===== config.mk =====
export PLATFORM = sky130hd
export DESIGN_NAME = hex_display_scanner
export DESIGN_NICKNAME = d
export VERILOG_FILES = /design/src/rtl/hex_display_pkg.sv /design/src/rtl/hex_to_seg7.sv /design/src/rtl/hex_display_scanner.sv
export SDC_FILE = /design/constraint.sdc
export NUM_CORES = 1
export LEC_CHECK = 0
export CAP_MARGIN = 40
export CORE_AREA = 2 2 92 94
export DETAILED_ROUTE_END_ITERATION = 6
export DIE_AREA = 0 0 94 96
export PLACE_DENSITY = 0.73
export SLEW_MARGIN = 20
export SYNTH_ARGS = -nofsm -noshare
export SYNTH_HDL_FRONTEND = slang
export SYNTH_SLANG_ARGS = --single-unit

===== constraint.sdc =====
create_clock -name clk_i -period 4.59 [get_ports clk_i]
set_input_delay 0.459 -clock clk_i [delete_from_list [all_inputs] [get_ports clk_i]]
set_output_delay 0.459 -clock clk_i [all_outputs]
set_load 0.01 [all_outputs]

===== src/rtl/hex_display_pkg.sv =====
// rtl/hex_display_pkg.sv - shared constants, scan state type and hex-to-7-segment lookup
package hex_display_pkg;

   localparam logic [6:0] SEG_OFF = 7'h7F;
   localparam logic [7:0] AN_OFF  = 8'hFF;

   typedef enum logic {
      BLANK = 1'b0,
      DRIVE = 1'b1
   } scan_state_t;

   // Active-low segment pattern {g,f,e,d,c,b,a} for one hex digit
   function automatic logic [6:0] hex7(input logic [3:0] value);
      logic [6:0] seg;
      case (value)
         4'h0:    seg = 7'h40;
         4'h1:    seg = 7'h79;
         4'h2:    seg = 7'h24;
         4'h3:    seg = 7'h30;
         4'h4:    seg = 7'h19;
         4'h5:    seg = 7'h12;
         4'h6:    seg = 7'h02;
         4'h7:    seg = 7'h78;
         4'h8:    seg = 7'h00;
         4'h9:    seg = 7'h10;
         4'hA:    seg = 7'h08;
         4'hB:    seg = 7'h03;
         4'hC:    seg = 7'h46;
         4'hD:    seg = 7'h21;
         4'hE:    seg = 7'h06;
         default: seg = 7'h0E;
      endcase
      return seg;
   endfunction

endpackage


===== src/rtl/hex_to_seg7.sv =====
// rtl/hex_to_seg7.sv - combinational 4-bit to active-low 7-segment decoder
module hex_to_seg7
   import hex_display_pkg::*;
(
   input  logic [3:0] nibble_i,
   output logic [6:0] seg_o
);

   // Pure lookup; the caller registers the result
   always_comb begin
      seg_o = hex7(nibble_i);
   end

endmodule


===== src/rtl/hex_display_scanner.sv =====
// rtl/hex_display_scanner.sv - 8-digit multiplexed 7-segment scanner with frame snapshot and dead time
module hex_display_scanner
   import hex_display_pkg::*;
#(
   parameter int DIV          = 100000,
   parameter int BLANK_CYCLES = 1000
) (
   input  logic        clk_i,
   input  logic        nreset_i,
   input  logic [31:0] data_i,
   input  logic        blank_lz_i,
   output logic [7:0]  an_o,
   output logic [6:0]  seg_o,
   output logic        dp_o,
   output logic        frame_o
);

   localparam int              PW          = (DIV > 1) ? $clog2(DIV) : 1;
   localparam logic [PW-1:0]   PRE_LAST    = PW'(DIV - 1);
   localparam bit              NO_BLANK    = (BLANK_CYCLES == 0);
   localparam logic [PW-1:0]   BLANK_LAST  = PW'(NO_BLANK ? 0 : BLANK_CYCLES - 1);
   // With no dead time the slot starts straight in DRIVE, including out of reset
   localparam scan_state_t     SLOT_START  = NO_BLANK ? DRIVE : BLANK;

   logic [PW-1:0] pre_q, pre_d;
   logic [2:0]    idx_q, idx_d;
   logic [31:0]   shadow_q, shadow_d;
   scan_state_t   state_q, state_d;
   logic          frame_q, frame_d;
   logic [7:0]    an_q, an_d;
   logic [6:0]    seg_q, seg_d;
   logic          dp_q, dp_d;

   logic          tick;
   logic          frame_end;
   logic [3:0]    cur_nibble;
   logic [6:0]    cur_seg;
   logic [31:0]   upper_bits;
   logic          lz_blank;
   logic          drive_now;

   assign tick       = (pre_q == PRE_LAST);
   assign frame_end  = tick && (idx_q == 3'd7);
   assign cur_nibble = shadow_q[{idx_q, 2'b00} +: 4];

   hex_to_seg7 u_hex_to_seg7 (
      .nibble_i (cur_nibble),
      .seg_o    (cur_seg)
   );

   // Prescaler, digit index, snapshot and slot FSM next-state
   always_comb begin
      pre_d    = tick ? '0 : pre_q + PW'(1);
      idx_d    = tick ? idx_q + 3'd1 : idx_q;
      shadow_d = frame_end ? data_i : shadow_q;
      frame_d  = frame_end;
      state_d  = state_q;
      case (state_q)
         BLANK: begin
            if (tick) begin
               state_d = SLOT_START;
            end else if (pre_q == BLANK_LAST) begin
               state_d = DRIVE;
            end
         end
         DRIVE: begin
            if (tick) begin
               state_d = SLOT_START;
            end
         end
         default: state_d = SLOT_START;
      endcase
   end

   // Output decode: digit is dark in BLANK or when it is a leading zero (digit 0 always lit)
   always_comb begin
      upper_bits = shadow_q >> {idx_q, 2'b00};
      lz_blank   = blank_lz_i && (idx_q != 3'd0) && (upper_bits == 32'd0);
      drive_now  = (state_q == DRIVE) && !lz_blank;
      an_d       = drive_now ? ~(8'b1 << idx_q) : AN_OFF;
      seg_d      = drive_now ? cur_seg : SEG_OFF;
      dp_d       = 1'b1;
   end

   // All state and outputs; anodes and segments update together from one register stage
   always_ff @(posedge clk_i or negedge nreset_i) begin
      if (!nreset_i) begin
         pre_q    <= '0;
         idx_q    <= 3'd0;
         shadow_q <= 32'd0;
         state_q  <= SLOT_START;
         frame_q  <= 1'b0;
         an_q     <= AN_OFF;
         seg_q    <= SEG_OFF;
         dp_q     <= 1'b1;
      end else begin
         pre_q    <= pre_d;
         idx_q    <= idx_d;
         shadow_q <= shadow_d;
         state_q  <= state_d;
         frame_q  <= frame_d;
         an_q     <= an_d;
         seg_q    <= seg_d;
         dp_q     <= dp_d;
      end
   end

   assign an_o    = an_q;
   assign seg_o   = seg_q;
   assign dp_o    = dp_q;
   assign frame_o = frame_q;

endmodule


==> results of run 1 <==
## worst min path at each step
stage / endpoint / slack [ps]
floorplan: frame_o$_DFF_PN0_ / 160
global placement: pre_q[0]$_DFF_PN0_ / 450
detailed placement: pre_q[0]$_DFF_PN0_ / 450
CTS: shadow_q[10]$_DFFE_PN0P_ / 330
global route: shadow_q[18]$_DFFE_PN0P_ / 130
finish: shadow_q[18]$_DFFE_PN0P_ / 120
## power by group through the flow
stage	clock [mW]	sequential (mW)	combinational, mW
finish	0.491	0.609	0.0434
global route	0.532	0.608	0.0478
floorplan	0	0.620	0.00122
detailed placement	0	0.620	0.0424
global placement	0	0.620	0.0421
CTS	0.504	0.608	0.0424
## flip-flops by register name, summed over array words and instances (netlist names)
name / count
pre_q: 17
seg_o: 7
an_o: 8
state_q: 1
shadow_q: 32
frame_o: 1
idx_q: 3
## layout by cell type, fill, tap and decap left out, drive strengths merged, types with 2 or more instances in the layout
cell | Yosys | routed
a211oi | 2 | 2
a21oi | 3 | 3
a22oi | 2 | 2
and3 | 4 | 4
and4 | 3 | 3
buf | 11 | 5
clkbuf | 5 | 12
clkdlybuf4s50 | 0 | 49
clkinv | 1 | 3
dfrtp | 54 | 54
dfstp | 15 | 15
ha | 13 | 13
inv | 7 | 7
mux2 | 37 | 37
mux2i | 7 | 7
mux4 | 8 | 8
nand2 | 10 | 10
nand3 | 10 | 10
nand4 | 3 | 3
nor2 | 18 | 18
nor2b | 2 | 2
nor3 | 6 | 6
nor3b | 3 | 3
nor4 | 12 | 12
nor4b | 2 | 2
o211ai | 3 | 3
o21a | 2 | 2
o21ai | 10 | 10
o21bai | 2 | 2
o221ai | 3 | 3
o22ai | 2 | 2
xnor2 | 11 | 11
xor2 | 6 | 6
## logic make-up (layout without fill, tap and decap cells)
| group | Yosys count | count (layout) | synth area share |
|---|---|---|---|
| compound gates | 36 | 36 | 0.07918 |
| xor+xnor | 17 | 17 | 0.04206 |
| fa+ha+maj | 13 | 13 | 0.04595 |
| buf+inv | 24 | 78 | 0.03358 |
| flops | 69 | 69 | 0.4931 |
| mux | 52 | 52 | 0.1895 |
| other cells | 1 | 1 | 0.001059 |
| simple gates | 76 | 76 | 0.1156 |
## cell type report
class / instances / area (µm²) / area share
flip-flops and latches: 69 / 1745 / 0.4032
multi-input cells: 195 / 1675 / 0.3870
repair buffers: 54 / 545.5 / 0.1260
clock buffers: 12 / 155.1 / 0.03584
well taps: 105 / 131.4 / 0.03035
clock inverters: 4 / 46.29 / 0.01069
inverters: 8 / 30.03 / 0.006936
## per-layer routing
metal / track usage / vias up / part of all wire
met2: 0.2810 / 63 / 0.48
li1: - / 1153 / -
met5: 0 / - / 0
met1: 0.2218 / 1214 / 0.46
met4: 0.08092 / 0 / 0.019
met3: 0.02506 / 14 / 0.037
## critical path: stages, from the launching register on
cell and delay [ps]:
dfrtp_1 710, mux4_2 580, mux2i_1 530, ha_1 300, o2111ai_1 150, o41a_4 580
o221ai_1 230
## stage by stage
step | total power, mW | std cells | instance area [µm²] | setup slack (ps)
floorplan | 0.6209 | 288 | 3540 | 1763
global placement | 0.6616 | 429 | 4093 | 1558
detailed placement | 0.6619 | 429 | 4093 | 1426
CTS | 1.155 | 445 | 4294 | 1386
global route | 1.188 | 447 | 4329 | 1216
finish | 1.143 | 447 | 4329 | 1416
==> summary.md, run 1 <==
| Metric | Value |
|---|---|
| Status | completed |
| Max_slew headroom | 0.4312 |
| Leak | 1.870 nW |
| Top-count cell post-synth | dfrtp_1 |
| Fin util | 0.5377 |
| Crit. Startpoint | idx_q[0]$_DFFE_PN0N_ |
| Min-delay worst type | input pin to async pin |
| Clk_skew | 13.41 ps |
| Worst setup path end | seg_o[4]$_DFF_PN1_ |
| Cell Area, Synth | 3540 µm² |
| TritonCTS Sinks | 69 |
| Vias | 2444 |
| Critical Path RT | 4840 ps |
| Port buffer count | 50 |
| CORE AREA | 8051 µm² |
| Synth top area cells | dfrtp_1 38%, mux2_2 12%, dfstp_2 11%, mux4_2 5.1%, ha_1 4.6% |
| Final Slew Violations | 0 |
| First-pass GRT wire length | 11790 µm |
| Top FF cell, synth | dfrtp_1 |
| Slew @ Worst Pin | 836.7 ps |
| Initial core utilization | 0.4396 |
| Share of the synthesized area in the top cell type | 0.3818 |
| Fmax | 315.0 MHz |
| Net Count, Synth | 336 |
| Switch share | 0.2010 |
| Async set-reset flop share out of synthesis | 1.000 |
| Fin nets | 385 |
| CP startpoint kind | register |
| Crit path DAT | 3420 ps |
| Final Wtd Congestion | 0.9339 |
| Drt pass-1 iters | 4 |
| Post-synth EDFFs | 0 |
| FF-to-FF End | seg_o[4]$_DFF_PN1_ |
| Hold slack | 116.8 ps |
| Total grt overflow | 0 |
| Max-cap violation count | 0 |
| Layout area overhead | 22.30% |
| Initial antenna violation count | 0 |
| Total CTS buffers | 9 |
| CP Max Fanout | 15 |
| Fraction of layout cells with a size suffix above 1 | 0.2544 |
| Resize count post-CTS | 0 |
| Chip width | 94 µm |
| Tcrit/Tclk final | 0.6915 |
| GRT Resource Usage Total | 0.1701 |
| Syn_area_per_cell | 12.29 µm² |
| N_diodes | 0 |
| Largest net degree at the start of global routing | 70 |
| Antenna-violating nets left | 0 |
| Power per Cell Area | 264.1 nW/µm² |
| Clock buffer depth | 2 |
| Top post-synthesis cells by count | 54 x dfrtp_1, 37 x mux2_2, 18 x nor2_1 |
| Clock power share | 0.430 |
| Setup TNS | 0 ps |
| Combinational share of power | 0.038 |
| Power Internal | 0.9136 mW |
| P_sw | 0.2298 mW |
| Vias in the first global route | 2427 |
| Total Wirelength | 7220 µm |
| CP Capture Type | register |
| CTS tree | yes |
| Cell count of the worst reg-to-reg path | 6 |
| Sequential share of power | 0.532 |
| Worst R2R Setup Slack | 1420 ps |
| Post-DP HPWL | 5114 µm |
| DR DRC count | 0 |
| Fill count | 729 |
| Die Y | 96 µm |
| Syn. warnings | 0 |
| Mapped Cells | 288 |
| Hold_buf cts | 0 |
| Final Critical Period | 3174 ps |
| Maximum vdd drop | 102.2 µV |
| Yosys cell types | 51 |
| IO Count | 52 |
| Routed len/inst | 16.15 µm |
| Number of setup violations in the final report | 0 |
| Postcts setup bufs | 0 |
| Register bit total from synthesis | 69 |
| Row count | 33 |
| Starting DRT DRC Count | 119 |
| H-tree depth | 3 |
| Register area share after synthesis | 0.4931 |
| Final hold vios | 0 |
| Full die area | 9024 µm² |
| Clk_lat worst skew | 340 ps |
| Clock edge transition at the registers on the reported setup and hold paths | 70 ps |
| Kind of critical path | register to register |
| Worst R2R Start | idx_q[0]$_DFFE_PN0N_ |
| Clock Tree Root | clkbuf_8 |
| Vias/cell | 5.468 |
| Post-synth top area cell | dfrtp_1 |
| Unrepaired setup endpoints after global routing | false |
Note: power is estimated with default switching activity, not from simulation.
==> run 2: changes to the inputs <==
==> constraint.sdc (replaced) <==
create_clock -name clk_i -period 3.12 [get_ports clk_i]
set_input_delay 0.312 -clock clk_i [delete_from_list [all_inputs] [get_ports clk_i]]
set_output_delay 0.312 -clock clk_i [all_outputs]
set_load 0.01 [all_outputs]
==> summary.md, run 2 (synthesis gave the netlist of run 1 again) <==
| Metric | Value |
|---|---|
| Status | completed |
| Full die area | 9024 µm² (unchanged) |
| Largest net degree at the start of global routing | 34 (-51%) |
| Vias/cell | 5.490 (+0.41%) |
| Antenna-violating nets left | 0 (unchanged) |
| Starting DRT DRC Count | 217 (+82%) |
| Slew @ Worst Pin | 679.7 ps (-157.0 ps) |
| IO Count | 52 (unchanged) |
| Hold slack | 324.7 ps (+207.9 ps) |
| Max-cap violation count | 0 (unchanged) |
| Tcrit/Tclk final | 0.8801 (+0.1885) |
| H-tree depth | 3 (unchanged) |
| Worst R2R Setup Slack | 370 ps (-1040 ps) |
| Fin util | 0.5489 (+0.01119) |
| CP Max Fanout | 15 (unchanged) |
| Chip width | 94 µm (unchanged) |
| Max reg flops | 32 (unchanged) |
| N_diodes | 0 (unchanged) |
| Min-delay worst type | input pin to async pin |
| Total grt overflow | 0 (unchanged) |
| CORE AREA | 8051 µm² (unchanged) |
| Final Critical Period | 2746 ps (-428.4 ps) |
| Die Y | 96 µm (unchanged) |
| TritonCTS Sinks | 69 (unchanged) |
| Fin nets | 391 (+1.6%) |
| Commonest non-fill, non-tap cells in the layout | 54 x dfrtp_1, 49 x clkdlybuf4s50_1, 37 x mux2_2, 18 x nor2_1, 15 x dfstp_2 |
| Clock edge transition at the registers on the reported setup and hold paths | 70 ps (about the same) |
| Kind of critical path | register to register |
| Fraction of layout cells with a size suffix above 1 | 0.2701 (+0.01573) |
| Power per Cell Area | 404.5 nW/µm² (+53%) |
| Final Slew Violations | 0 (unchanged) |
| Routed len/inst | 16.65 µm (+3.1%) |
| Fmax | 364.2 MHz (+16%) |
| Initial antenna violation count | 0 (unchanged) |
| DR DRC count | 0 (unchanged) |
| CP Capture Type | register |
| Final Wtd Congestion | 0.9249 (-0.96%) |
| Row count | 33 (unchanged) |
| Port buffer count | 50 (unchanged) |
| Initial core utilization | 0.4396 (unchanged) |
| Vias | 2487 (+1.8%) |
| Top reg by flops | shadow_q |
| Setup TNS | 0 ps (unchanged) |
| Post-DP Area | 4185 µm² (+2.3%) |
| Critical Path RT | 3380 ps (-1460 ps) |
| Clk_lat worst skew | 350 ps (about the same) |
| Drt pass-1 iters | 4 (unchanged) |
| Clock Tree Root | clkbuf_8 |
| CP startpoint kind | register |
| Clk_skew | 9.335 ps (-4.076 ps) |
| Crit path DAT | 3000 ps (-420 ps) |
| Postcts setup bufs | 0 (unchanged) |
| Final hold vios | 0 (unchanged) |
| Maximum vdd drop | 247.8 µV (+140%) |
| Total CTS buffers | 9 (unchanged) |
| Total Wirelength | 7542 µm (+4.5%) |
| First-pass GRT wire length | 12560 µm (+6.6%) |
| Max_slew headroom | 0.5460 (+0.1149) |
| Leak | 1.918 nW (+2.6%) |
| Commonest non-fill, non-tap cell in the layout | dfrtp_1 |
| CTS tree | yes |
| Vias in the first global route | 2516 (+3.7%) |
| Final Total Pwr | 1.788 mW (+56%) |
| Clock buffer depth | 2 (unchanged) |
| Number of setup violations in the final report | 0 (unchanged) |
| Layout area overhead | 24.85% |
| Unrepaired setup endpoints after global routing | false |
| Fin area | 4419 µm² (+2.1%) |
| Post-DP HPWL | 5486 µm (+7.3%) |
| GRT Resource Usage Total | 0.1823 (+0.01216) |
-- run 2: timing repair --
item	4_1_cts	5_1_grt
hold buffers	1	0
hold endpoints to repair	1	0
gates resized for setup	0	0
-- run 2: layout make-up --
class / count / area, µm²
Fill cell: 691 / 3632
Sequential cell: 69 / 1745
Multi-Input combinational cell: 195 / 1675
Timing Repair Buffer: 60 / 613.1
Clock buffer: 10 / 137.6
Tap cell: 105 / 131.4
Clock inverter: 6 / 86.33
Inverter: 8 / 30.03
-- run 2: final timing paths --
check / start / end / cells after the start
setup / recovery: idx_q[0]$_DFFE_PN0N_ / an_o[1]$_DFF_PN1_ / 6
hold / removal: nreset_i / frame_o$_DFF_PN0_ / 2
setup reg to reg: idx_q[0]$_DFFE_PN0N_ / an_o[1]$_DFF_PN1_ / 6
hold reg to reg: pre_q[0]$_DFF_PN0_ / pre_q[0]$_DFF_PN0_ / 1
max in group asynchronous: nreset_i / seg_o[6]$_DFF_PN1_ / 4
min in group clk_i: pre_q[0]$_DFF_PN0_ / pre_q[0]$_DFF_PN0_ / 1
-- run 2: metrics by stage --
step                setup WS, ps  std cells
global placement           463.9        434
detailed placement         385.4        436
global route               152.5        453
finish                     374.2        453
floorplan                  293.4        288
CTS                        357.5        453
-- run 2: worst max-delay path: stages (launching register included) --
cell and delay (ps):
dfrtp_1 700, mux4_2 590, mux2i_1 200, ha_1 220, o2111ai_1 130, o41a_4 580
o211ai_1 240
-- run 2: power by group --
part           total, mW  internal [mW]  switching (mW)
combinational     0.0719         0.0460          0.0259
clock              0.821          0.470           0.351
sequential         0.895          0.895               0
-- run 2: layer usage --
metal | part of all wire | vias to the layer above | global-route usage
met4 | 0.014 | 0 | 0.08092
li1 | - | 1171 | -
met5 | 0 | - | 0
met3 | 0.057 | 9 | 0.03054
met1 | 0.45 | 1230 | 0.2485
met2 | 0.47 | 77 | 0.2887
